**src/rtl/elevator_pkg.sv**
```systemverilog
// Shared encodings for the elevator request dispatcher.
// Engine command codes, dispatcher FSM states and default floor count.
package elevator_pkg;

    localparam int DEFAULT_FLOORS = 3;

    localparam logic [1:0] ENG_STOP = 2'b00;
    localparam logic [1:0] ENG_UP   = 2'b01;
    localparam logic [1:0] ENG_DOWN = 2'b10;

    typedef enum logic [1:0] {
        IDLE    = 2'd0,
        PRESENT = 2'd1,
        DRAIN   = 2'd2
    } state_e;

endpackage

```
**src/rtl/floor_tracker.sv**
```systemverilog
// Tracks the car position from engine commands and the slow My_Clock base.
// Ports: clk_i, rst_i (sync, high), my_clock_i, engine_i[1:0] -> cur_floor_o (one-hot).
module floor_tracker
    import elevator_pkg::*;
#(
    parameter int FLOORS       = DEFAULT_FLOORS,
    parameter int TRAVEL_TICKS = 4
) (
    input  logic              clk_i,
    input  logic              rst_i,
    input  logic              my_clock_i,
    input  logic [1:0]        engine_i,
    output logic [FLOORS-1:0] cur_floor_o
);

    localparam int CW = (TRAVEL_TICKS > 1) ? $clog2(TRAVEL_TICKS) : 1;
    localparam logic [CW-1:0] LAST = CW'(TRAVEL_TICKS - 1);

    logic              mc_q;
    logic [1:0]        eng_q;
    logic [CW-1:0]     cnt_q, cnt_d;
    logic [FLOORS-1:0] floor_q, floor_d;
    logic              mc_rise, moving, was_moving, flip;

    always_comb begin
        mc_rise    = my_clock_i & ~mc_q;
        moving     = (engine_i == ENG_UP) || (engine_i == ENG_DOWN);
        was_moving = (eng_q == ENG_UP) || (eng_q == ENG_DOWN);
        // Only an up<->down reversal restarts travel; leaving stop starts at 0 anyway.
        flip       = moving && was_moving && (engine_i != eng_q);
        cnt_d      = cnt_q;
        floor_d    = floor_q;
        if (!moving || flip) begin
            cnt_d = '0;
        end else if (mc_rise) begin
            if (cnt_q == LAST) begin
                cnt_d = '0;
                if (engine_i == ENG_UP) begin
                    if (!floor_q[FLOORS-1]) floor_d = floor_q << 1;
                end else begin
                    if (!floor_q[0]) floor_d = floor_q >> 1;
                end
            end else begin
                cnt_d = cnt_q + 1'b1;
            end
        end
    end

    always_ff @(posedge clk_i) begin
        if (rst_i) begin
            mc_q    <= 1'b0;
            eng_q   <= ENG_STOP;
            cnt_q   <= '0;
            floor_q <= FLOORS'(1);
        end else begin
            mc_q    <= my_clock_i;
            eng_q   <= engine_i;
            cnt_q   <= cnt_d;
            floor_q <= floor_d;
        end
    end

    assign cur_floor_o = floor_q;

endmodule

```
**src/rtl/request_dispatcher.sv**
```systemverilog
// Latches car/hall presses and presents one request at a time to movement.
// Ports: CLK, RST (sync, high), My_Clock, car_btn, hall_btn, engine, doors ->
//   interior_panel, exterior_panel, car_pending, hall_pending, cur_floor, busy.
// Option: REQ_CANCEL_EN enables passenger cancel of a pending, unpresented car request.
module request_dispatcher
    import elevator_pkg::*;
#(
    parameter int FLOORS       = DEFAULT_FLOORS,
    parameter int TRAVEL_TICKS = 4
) (
    input  logic              CLK,
    input  logic              RST,
    input  logic              My_Clock,
    input  logic [FLOORS-1:0] car_btn,
    input  logic [FLOORS-1:0] hall_btn,
    input  logic [1:0]        engine,
    input  logic [FLOORS-1:0] doors,
    output logic [FLOORS-1:0] interior_panel,
    output logic [FLOORS-1:0] exterior_panel,
    output logic [FLOORS-1:0] car_pending,
    output logic [FLOORS-1:0] hall_pending,
    output logic [FLOORS-1:0] cur_floor,
    output logic              busy
);

    logic [FLOORS-1:0] car_s1_q, car_s2_q, hall_s1_q, hall_s2_q;
    logic [FLOORS-1:0] car_pend_q, car_pend_d, hall_pend_q, hall_pend_d;
    logic [FLOORS-1:0] tgt_q, tgt_d;
    logic              tgt_car_q, tgt_car_d;
    state_e            state_q, state_d;

    logic [FLOORS-1:0] car_edge, hall_edge, clear, car_cancel, sel;
    int                cur_idx;

    floor_tracker #(
        .FLOORS      (FLOORS),
        .TRAVEL_TICKS(TRAVEL_TICKS)
    ) u_tracker (
        .clk_i      (CLK),
        .rst_i      (RST),
        .my_clock_i (My_Clock),
        .engine_i   (engine),
        .cur_floor_o(cur_floor)
    );

    // Nearest requested floor; ascending scan with strict compare favours lower index.
    function automatic logic [FLOORS-1:0] nearest(
        input logic [FLOORS-1:0] req,
        input int                cur
    );
        logic [FLOORS-1:0] pick;
        int                best, d;
        pick = '0;
        best = FLOORS;
        for (int i = 0; i < FLOORS; i++) begin
            d = (i > cur) ? (i - cur) : (cur - i);
            if (req[i] && d < best) begin
                best    = d;
                pick    = '0;
                pick[i] = 1'b1;
            end
        end
        return pick;
    endfunction

    always_comb begin
        cur_idx = 0;
        for (int i = 0; i < FLOORS; i++) begin
            if (cur_floor[i]) cur_idx = i;
        end
    end

    always_comb begin
        car_edge  = car_s1_q & ~car_s2_q;
        hall_edge = hall_s1_q & ~hall_s2_q;
        clear     = doors & cur_floor;
`ifdef REQ_CANCEL_EN
        car_cancel = car_edge & car_pend_q &
                     ~((state_q == PRESENT && tgt_car_q) ? tgt_q : '0);
`else
        car_cancel = '0;
`endif
        // Clear is applied last so it beats a same-cycle edge.
        car_pend_d  = (car_pend_q | car_edge) & ~car_cancel & ~clear;
        hall_pend_d = (hall_pend_q | hall_edge) & ~clear;
    end

    always_comb begin
        state_d   = state_q;
        tgt_d     = tgt_q;
        tgt_car_d = tgt_car_q;
        sel       = tgt_car_q ? car_pend_d : hall_pend_d;
        unique case (state_q)
            IDLE: begin
                if (|car_pend_q) begin
                    tgt_d     = nearest(car_pend_q, cur_idx);
                    tgt_car_d = 1'b1;
                    state_d   = PRESENT;
                end else if (|hall_pend_q) begin
                    tgt_d     = nearest(hall_pend_q, cur_idx);
                    tgt_car_d = 1'b0;
                    state_d   = PRESENT;
                end
            end
            PRESENT: begin
                // Looking at next-state pending lets an instant clear end PRESENT in 1 cycle.
                if (!(|(sel & tgt_q))) state_d = DRAIN;
            end
            DRAIN:   state_d = IDLE;
            default: state_d = IDLE;
        endcase
    end

    always_ff @(posedge CLK) begin
        if (RST) begin
            car_s1_q    <= '0;
            car_s2_q    <= '0;
            hall_s1_q   <= '0;
            hall_s2_q   <= '0;
            car_pend_q  <= '0;
            hall_pend_q <= '0;
            tgt_q       <= '0;
            tgt_car_q   <= 1'b0;
            state_q     <= IDLE;
        end else begin
            car_s1_q    <= car_btn;
            car_s2_q    <= car_s1_q;
            hall_s1_q   <= hall_btn;
            hall_s2_q   <= hall_s1_q;
            car_pend_q  <= car_pend_d;
            hall_pend_q <= hall_pend_d;
            tgt_q       <= tgt_d;
            tgt_car_q   <= tgt_car_d;
            state_q     <= state_d;
        end
    end

    assign interior_panel = (state_q == PRESENT && tgt_car_q)  ? tgt_q : '0;
    assign exterior_panel = (state_q == PRESENT && !tgt_car_q) ? tgt_q : '0;
    assign car_pending    = car_pend_q;
    assign hall_pending   = hall_pend_q;
    assign busy           = (state_q != IDLE);

endmodule

```
**config.mk**
```make
export PLATFORM = sky130hd
export DESIGN_NAME = request_dispatcher
export DESIGN_NICKNAME = d
export VERILOG_FILES = /design/src/rtl/elevator_pkg.sv /design/src/rtl/floor_tracker.sv /design/src/rtl/request_dispatcher.sv
export SDC_FILE = /design/constraint.sdc
export NUM_CORES = 1
export LEC_CHECK = 0
export BUFFER_PORTS_ARGS = -buffer_cell sky130_fd_sc_hd__buf_4
export CAP_MARGIN = 0
export CORE_UTILIZATION = 48
export DETAILED_ROUTE_END_ITERATION = 12
export PLACE_DENSITY = 0.73
export SLEW_MARGIN = 20
export SYNTH_ARGS = -nofsm -noshare
export SYNTH_HDL_FRONTEND = slang
export SYNTH_SLANG_ARGS = --single-unit
```
**constraint.sdc**
```tcl
create_clock -name CLK -period 1.95 [get_ports CLK]
set_input_delay 0.2925 -clock CLK [delete_from_list [all_inputs] [get_ports CLK]]
set_output_delay 0.2925 -clock CLK [all_outputs]
set_load 0.02 [all_outputs]
```
==> metrics.txt, run 1 <==
most frequent CP cell inv_2; Tot Pwr between 1.5 and 2 mW; RR Endpoint tgt_q[1]; Setup crit start u_tracker.cur_floor_o[2]; HP Class input pin to flip-flop; Main synth FF type dfxtp_1; Post-route DRC 0; total core area 0.00303 mm^2; worst clock skew roughly 0.011 ns; row cnt 20; first-pass GRT wire length around 5.4 mm; layout cell share with drive strength beyond 1 0.274; Final min period 1.92 ns; CP Class flip-flop to flip-flop; Via Count between 1,000 and 1,500; Slew @ Worst Pin ~0.52 ns; EDFF count, synth 0; Final Max Tran Viols 0; flop2flop setup slack about 0.032 ns; Die ar. 0.00340 mm^2; CP Max Fanout 5; Post-Syn Area about 0.0015 mm^2; crit path launch type flip-flop; Hold Crit Start car_btn[0]; worst endpoint required time 2.21 ns; Synth Warn # 0; P&R area growth vs syn 28.4%; Synth Register Bits 32; gp weighted congestion a little under 0.9; Final setup viols 0; buffers from clock root to sink, at most 2; endpoint type of the worst setup path flip-flop; Distinct cells, synth 42; crit share post-route 0.983; Cell Chain, Critical Path inv_2 > a21o_1 > ha_4 > inv_2 > o311a_1 > o21ai_2 > nand4_1 > a311oi_2; R2R depth 8; vias in the first global route between 1,000 and 1,500; post-route ant nets 0; GRT Total Usage 0.217; WL final around 3.4 mm; Reg clk slew, reported paths roughly 0.11 ns; post-synthesis sequential area ratio 0.421; RSZ-0062 raised after global routing true; TritonRoute pass-1 iters 4; n_diodes 0; Boundary Pins 30; vias per inst 5.15; clock root buffer master clkbuf_4; nets about 230; Synth Area per Inst just under 9 um^2; CTS tree built; H-Tree Depth 2; setup TNS 0 ns; initial antenna violation count 0; FF-to-FF Start u_tracker.cur_floor_o[2]; Worst path slowest cell dfxtp_4; Crit path arrival time 2.18 ns; First DRT Iteration DRCs 55; final hold vios 0; Pleak roughly 0.87 nW; Hold Path Depth 2; hpwl dp ~2.4 mm; clock sink count 32; die height 58.3 um; grt total ovfl 0; I/O Buffers 29; ys async rst share 0; Max VDD drop about 0.64 mV; pwr dens about 840 mW/mm^2; max-cap violations 0; slowest stage delay, CP roughly 0.4 ns; die extent in x about 58 um; Mapped Cells between 150 and 200; clock latency on the worst-skew pair approximately 0.33 ns; clock buffer count from CTS 5; pin count of the biggest net entering global routing 29; status finished clean; commonest cells after routing, fill and taps aside 37 x buf_4, 31 x dfxtp_1, 23 x nor2b_1, 14 x nor2_1, 13 x nand2_1; Hold Slack roughly 0.16 ns; Slew headroom 0.650; commonest non-fill, non-tap cell in the layout buf_4; fmax 0.521 GHz; routed length per instance ~13 um; initial core utilization 0.502; Min-Delay Endpoint car_s1_q[0]
## final cells by class
type	instances	area [um^2]
sequential	32	644
multi-input combinational	130	861
clock buffer	5	37.5
tap	44	55.1
timing repair buffer	37	278
fill	278	1080
clock inverter	3	46.3
inverter	8	30.0
## worst max path at each step
stage	slack, ns	endpoint	depth (start not counted)
finish	0.03	tgt_q[1]	8
detailed placement	-0.09	tgt_q[0]	8
global route	-0.09	tgt_q[0]	8
CTS	0.04	tgt_q[0]	8
floorplan	0.01	tgt_q[0]	9
global placement	0.10	tgt_q[0]	8
## per-stage QoR
step,cell area (um^2),instances,setup slack (ns),utilization
5_1_grt,1950,259,-0.0924,0.645
6_report,1950,259,0.0322,0.645
3_5_place_dp,1820,249,-0.0911,0.601
3_3_place_gp,1820,249,0.105,0.601
2_1_floorplan,1530,176,0.00982,-
4_1_cts,1930,259,0.0353,0.638
## report_power, final
| group | total (mW) | switching, mW | internal (mW) |
|---|---|---|---|
| sequential | 0.754 | 0.0474 | 0.706 |
| clock | 0.519 | 0.245 | 0.274 |
| combinational | 0.366 | 0.195 | 0.172 |
| total | 1.64 | 0.487 | 1.15 |
## critical path, delay by kind of cell, from the launching register on
kind | cells | cell delay, ns
AND/OR/NAND/NOR | 1 | 0.14
AO/OA/AOI/OAI | 4 | 0.96
flip-flops | 1 | 0.40
adder cells (fa/ha/maj) | 1 | 0.29
buffers and inverters | 2 | 0.07
## Yosys cell counts, types with 3 or more instances
library cell,number,area share
nand2b_1,7,0.029
nor2_1,15,0.037
clkbuf_1,4,0.0099
o21ai_0,4,0.013
and2_1,4,0.016
dfxtp_1,32,0.42
mux2i_1,4,0.026
a21oi_1,8,0.026
nor2b_1,23,0.095
nand4_1,4,0.016
o211ai_1,3,0.015
nand2_1,13,0.032
ha_1,6,0.049
inv_1,7,0.017
and3_1,3,0.012
## state kept, by name (all words and copies together) (netlist names), 2 cells and up
signal / count
u_tracker.cur_floor_o: 3
tgt_q: 3
car_pending: 3
car_s1_q: 3
u_tracker.cnt_q: 2
hall_s1_q: 3
hall_pending: 3
state_q: 2
hall_s2_q: 3
u_tracker.eng_q: 2
car_s2_q: 3
## cell families after synthesis
logic type,Yosys count,synth area share
AO/OA/AOI/OAI,34,0.155
multiplexers,5,0.0362
adder cells (fa/ha/maj),6,0.0494
buffers and inverters,14,0.0379
AND/OR/NAND/NOR,81,0.295
flip-flops,32,0.421
other,2,0.00494
## metal layers
layer | up-vias | part of all wire | global-route usage
met5 | - | 0 | 0
met4 | 0 | 0.029 | 0.122
met3 | 11 | 0.046 | 0.0603
met2 | 42 | 0.49 | 0.348
met1 | 612 | 0.43 | 0.263
li1 | 668 | - | -
## what timing repair did
item,CTS,global route
setup endpoints to repair,2,2
hold buffers,0,0
resized for setup,3,4
pin swaps,0,6
buffers inserted,2,0
Note: power is estimated with default switching activity, not from simulation.
==> inputs of run 2 (changes only) <==
Settings changed: CORE_ASPECT_RATIO from default to 1.2.
==> run 2 against run 1 <==
Net effect:
- wire length decreased by 6.0%
- cell count down 3.9%
- via count decreased by 0.53%
- flip-flop and latch count is the same
- global-route usage shrank 0.87 points
- non-clock buffer count decreased by 2
- cell area down 3.8%
- largest power group unchanged
==> metrics.txt, run 2 (synthesis results as in run 1) <==
H-Tree Depth 2; layout cell share with drive strength beyond 1 0.239; Placed Cells incl. Taps about 240; worst endpoint required time 2.21 ns; grt total ovfl 0; die height around 64 um; Net Sw Frac 0.308; pwr dens 800 mW/mm^2; Final setup viols 0; clock sink count 32; initial core utilization 0.502; buffers from clock root to sink, at most 2; flop2flop setup slack around 0.080 ns; Int Power 1.04 mW; Psw ~0.46 mW; hold_buf cts 0; first-pass GRT wire length roughly 5.0 mm; Final min period around 1.9 ns; Buffers & Inverters on Critical Path 2; TritonRoute pass-1 iters 4; routed length per instance roughly 13 um; status finished clean; Layout fillers between 200 and 300; clock root buffer master clkbuf_4; Max VDD drop between 0.5 and 0.6 mV; gp weighted congestion between 0.9 and 1; Worst path slowest cell dfxtp_4; slowest stage delay, CP slightly above 0.4 ns; RR Endpoint tgt_q[0]; Boundary Pins 30; post-route ant nets 0; R2R depth 8; Comb pwr share 0.222; FF-to-FF Start u_tracker.cur_floor_o[2]; CP Max Fanout 10; clock latency on the worst-skew pair about 0.34 ns; Finished Layout Cells between 200 and 250; crit share post-route 0.959; Hold Crit Start car_btn[1]; Reg clk slew, reported paths 0.10 ns; max-cap violations 0; Post-CTS Setup Inserts 0; clock buffer count from CTS 5; DP Area around 0.0018 mm^2; HP Class input pin to flip-flop; vias per inst between 5 and 6; register area 644 um^2; total core area 0.00303 mm^2; vias in the first global route approximately 1,300; commonest non-fill, non-tap cell in the layout buf_4; die extent in x between 50 and 60 um; CTS tree built; crit path launch type flip-flop; Resize count post-CTS 0; I/O Buffers 29; Clock power frac 0.276; Multi-input gate area ~830 um^2; final hold vios 0; Final Max Tran Viols 0; RSZ-0062 raised after global routing false; hpwl dp about 2.3 mm; Post-Layout Inst Area 0.00188 mm^2; register share of total power 0.502; pin count of the biggest net entering global routing 29; CP Class flip-flop to flip-flop; n_diodes 0; Die ar. approximately 0.0034 mm^2; crit-path leading delay family compound AO/OA/AOI/OAI gates; Hold Slack 0.155 ns; Pleak 0.843 nW; P&R area growth vs syn 23.5%; First DRT Iteration DRCs 19; Cell Chain, Critical Path inv_2 > a21o_1 > ha_1 > inv_1 > o311a_1 > o21ai_2 > nand4_1 > a311oi_1; GRT Total Usage 0.209; Via Count between 1,000 and 1,500; WP depth 8; crit path capture tgt_q[0]; Crit path arrival time between 2 and 2.5 ns; fmax 0.535 GHz; initial antenna violation count 0; setup TNS 0 ns; commonest cells after routing, fill and taps aside 35 x buf_4, 31 x dfxtp_1, 23 x nor2b_1, 15 x nor2_1, 13 x nand2_1; Setup crit start u_tracker.cur_floor_o[2]; Tot Pwr ~1.5 mW; Post-route DRC 0; row cnt 22; nets 232; endpoint type of the worst setup path flip-flop; worst clock skew about 0.0060 ns; WL final around 3.2 mm
-- run 2: cell count changes in the layout (fill, tap and decap cells not counted), sizes merged --
cell	previous run	this run
buf	37	35
clkbuf	5	7
bufinv	1	0
inv	9	8
-- run 2: cell type report --
class	instances	share of cell area
well taps	36	0.0240
clock buffers	7	0.0293
flip-flops and latches	32	0.343
repair buffers	35	0.140
multi-input cells	130	0.444
clock inverters	1	0.00400
inverters	8	0.0160
-- run 2: power by group through the flow --
stage	clock [mW]	sequential [mW]	combinational, mW
5_1_grt	0.457	0.760	0.371
4_1_cts	0.427	0.754	0.333
6_report	0.415	0.754	0.334
2_1_floorplan	0	0.770	0.216
3_3_place_gp	0	0.766	0.323
3_5_place_dp	0	0.770	0.331
-- run 2: worst min path at each step --
stage | to | cells past startpoint
2_1_floorplan | car_s1_q[0] | 1
3_3_place_gp | car_s2_q[2] | 1
3_5_place_dp | car_s2_q[2] | 1
4_1_cts | car_s1_q[1] | 2
5_1_grt | hall_s1_q[1] | 2
6_report | car_s1_q[1] | 2
-- run 2: metal layers --
layer	GRT usage	routed length, um	up-vias
met5	0	0	-
met4	0.125	116	0
met3	0.0725	128	11
met2	0.367	1640	33
met1	0.196	1270	616
li1	-	-	666
-- run 2: per-stage QoR --
stage | util | worst slack [ns]
global route | 0.620 | 0.0159
global placement | 0.598 | 0.108
finish | 0.620 | 0.0802
CTS | 0.618 | 0.0198
floorplan | - | 0.00982
detailed placement | 0.598 | 0.0476
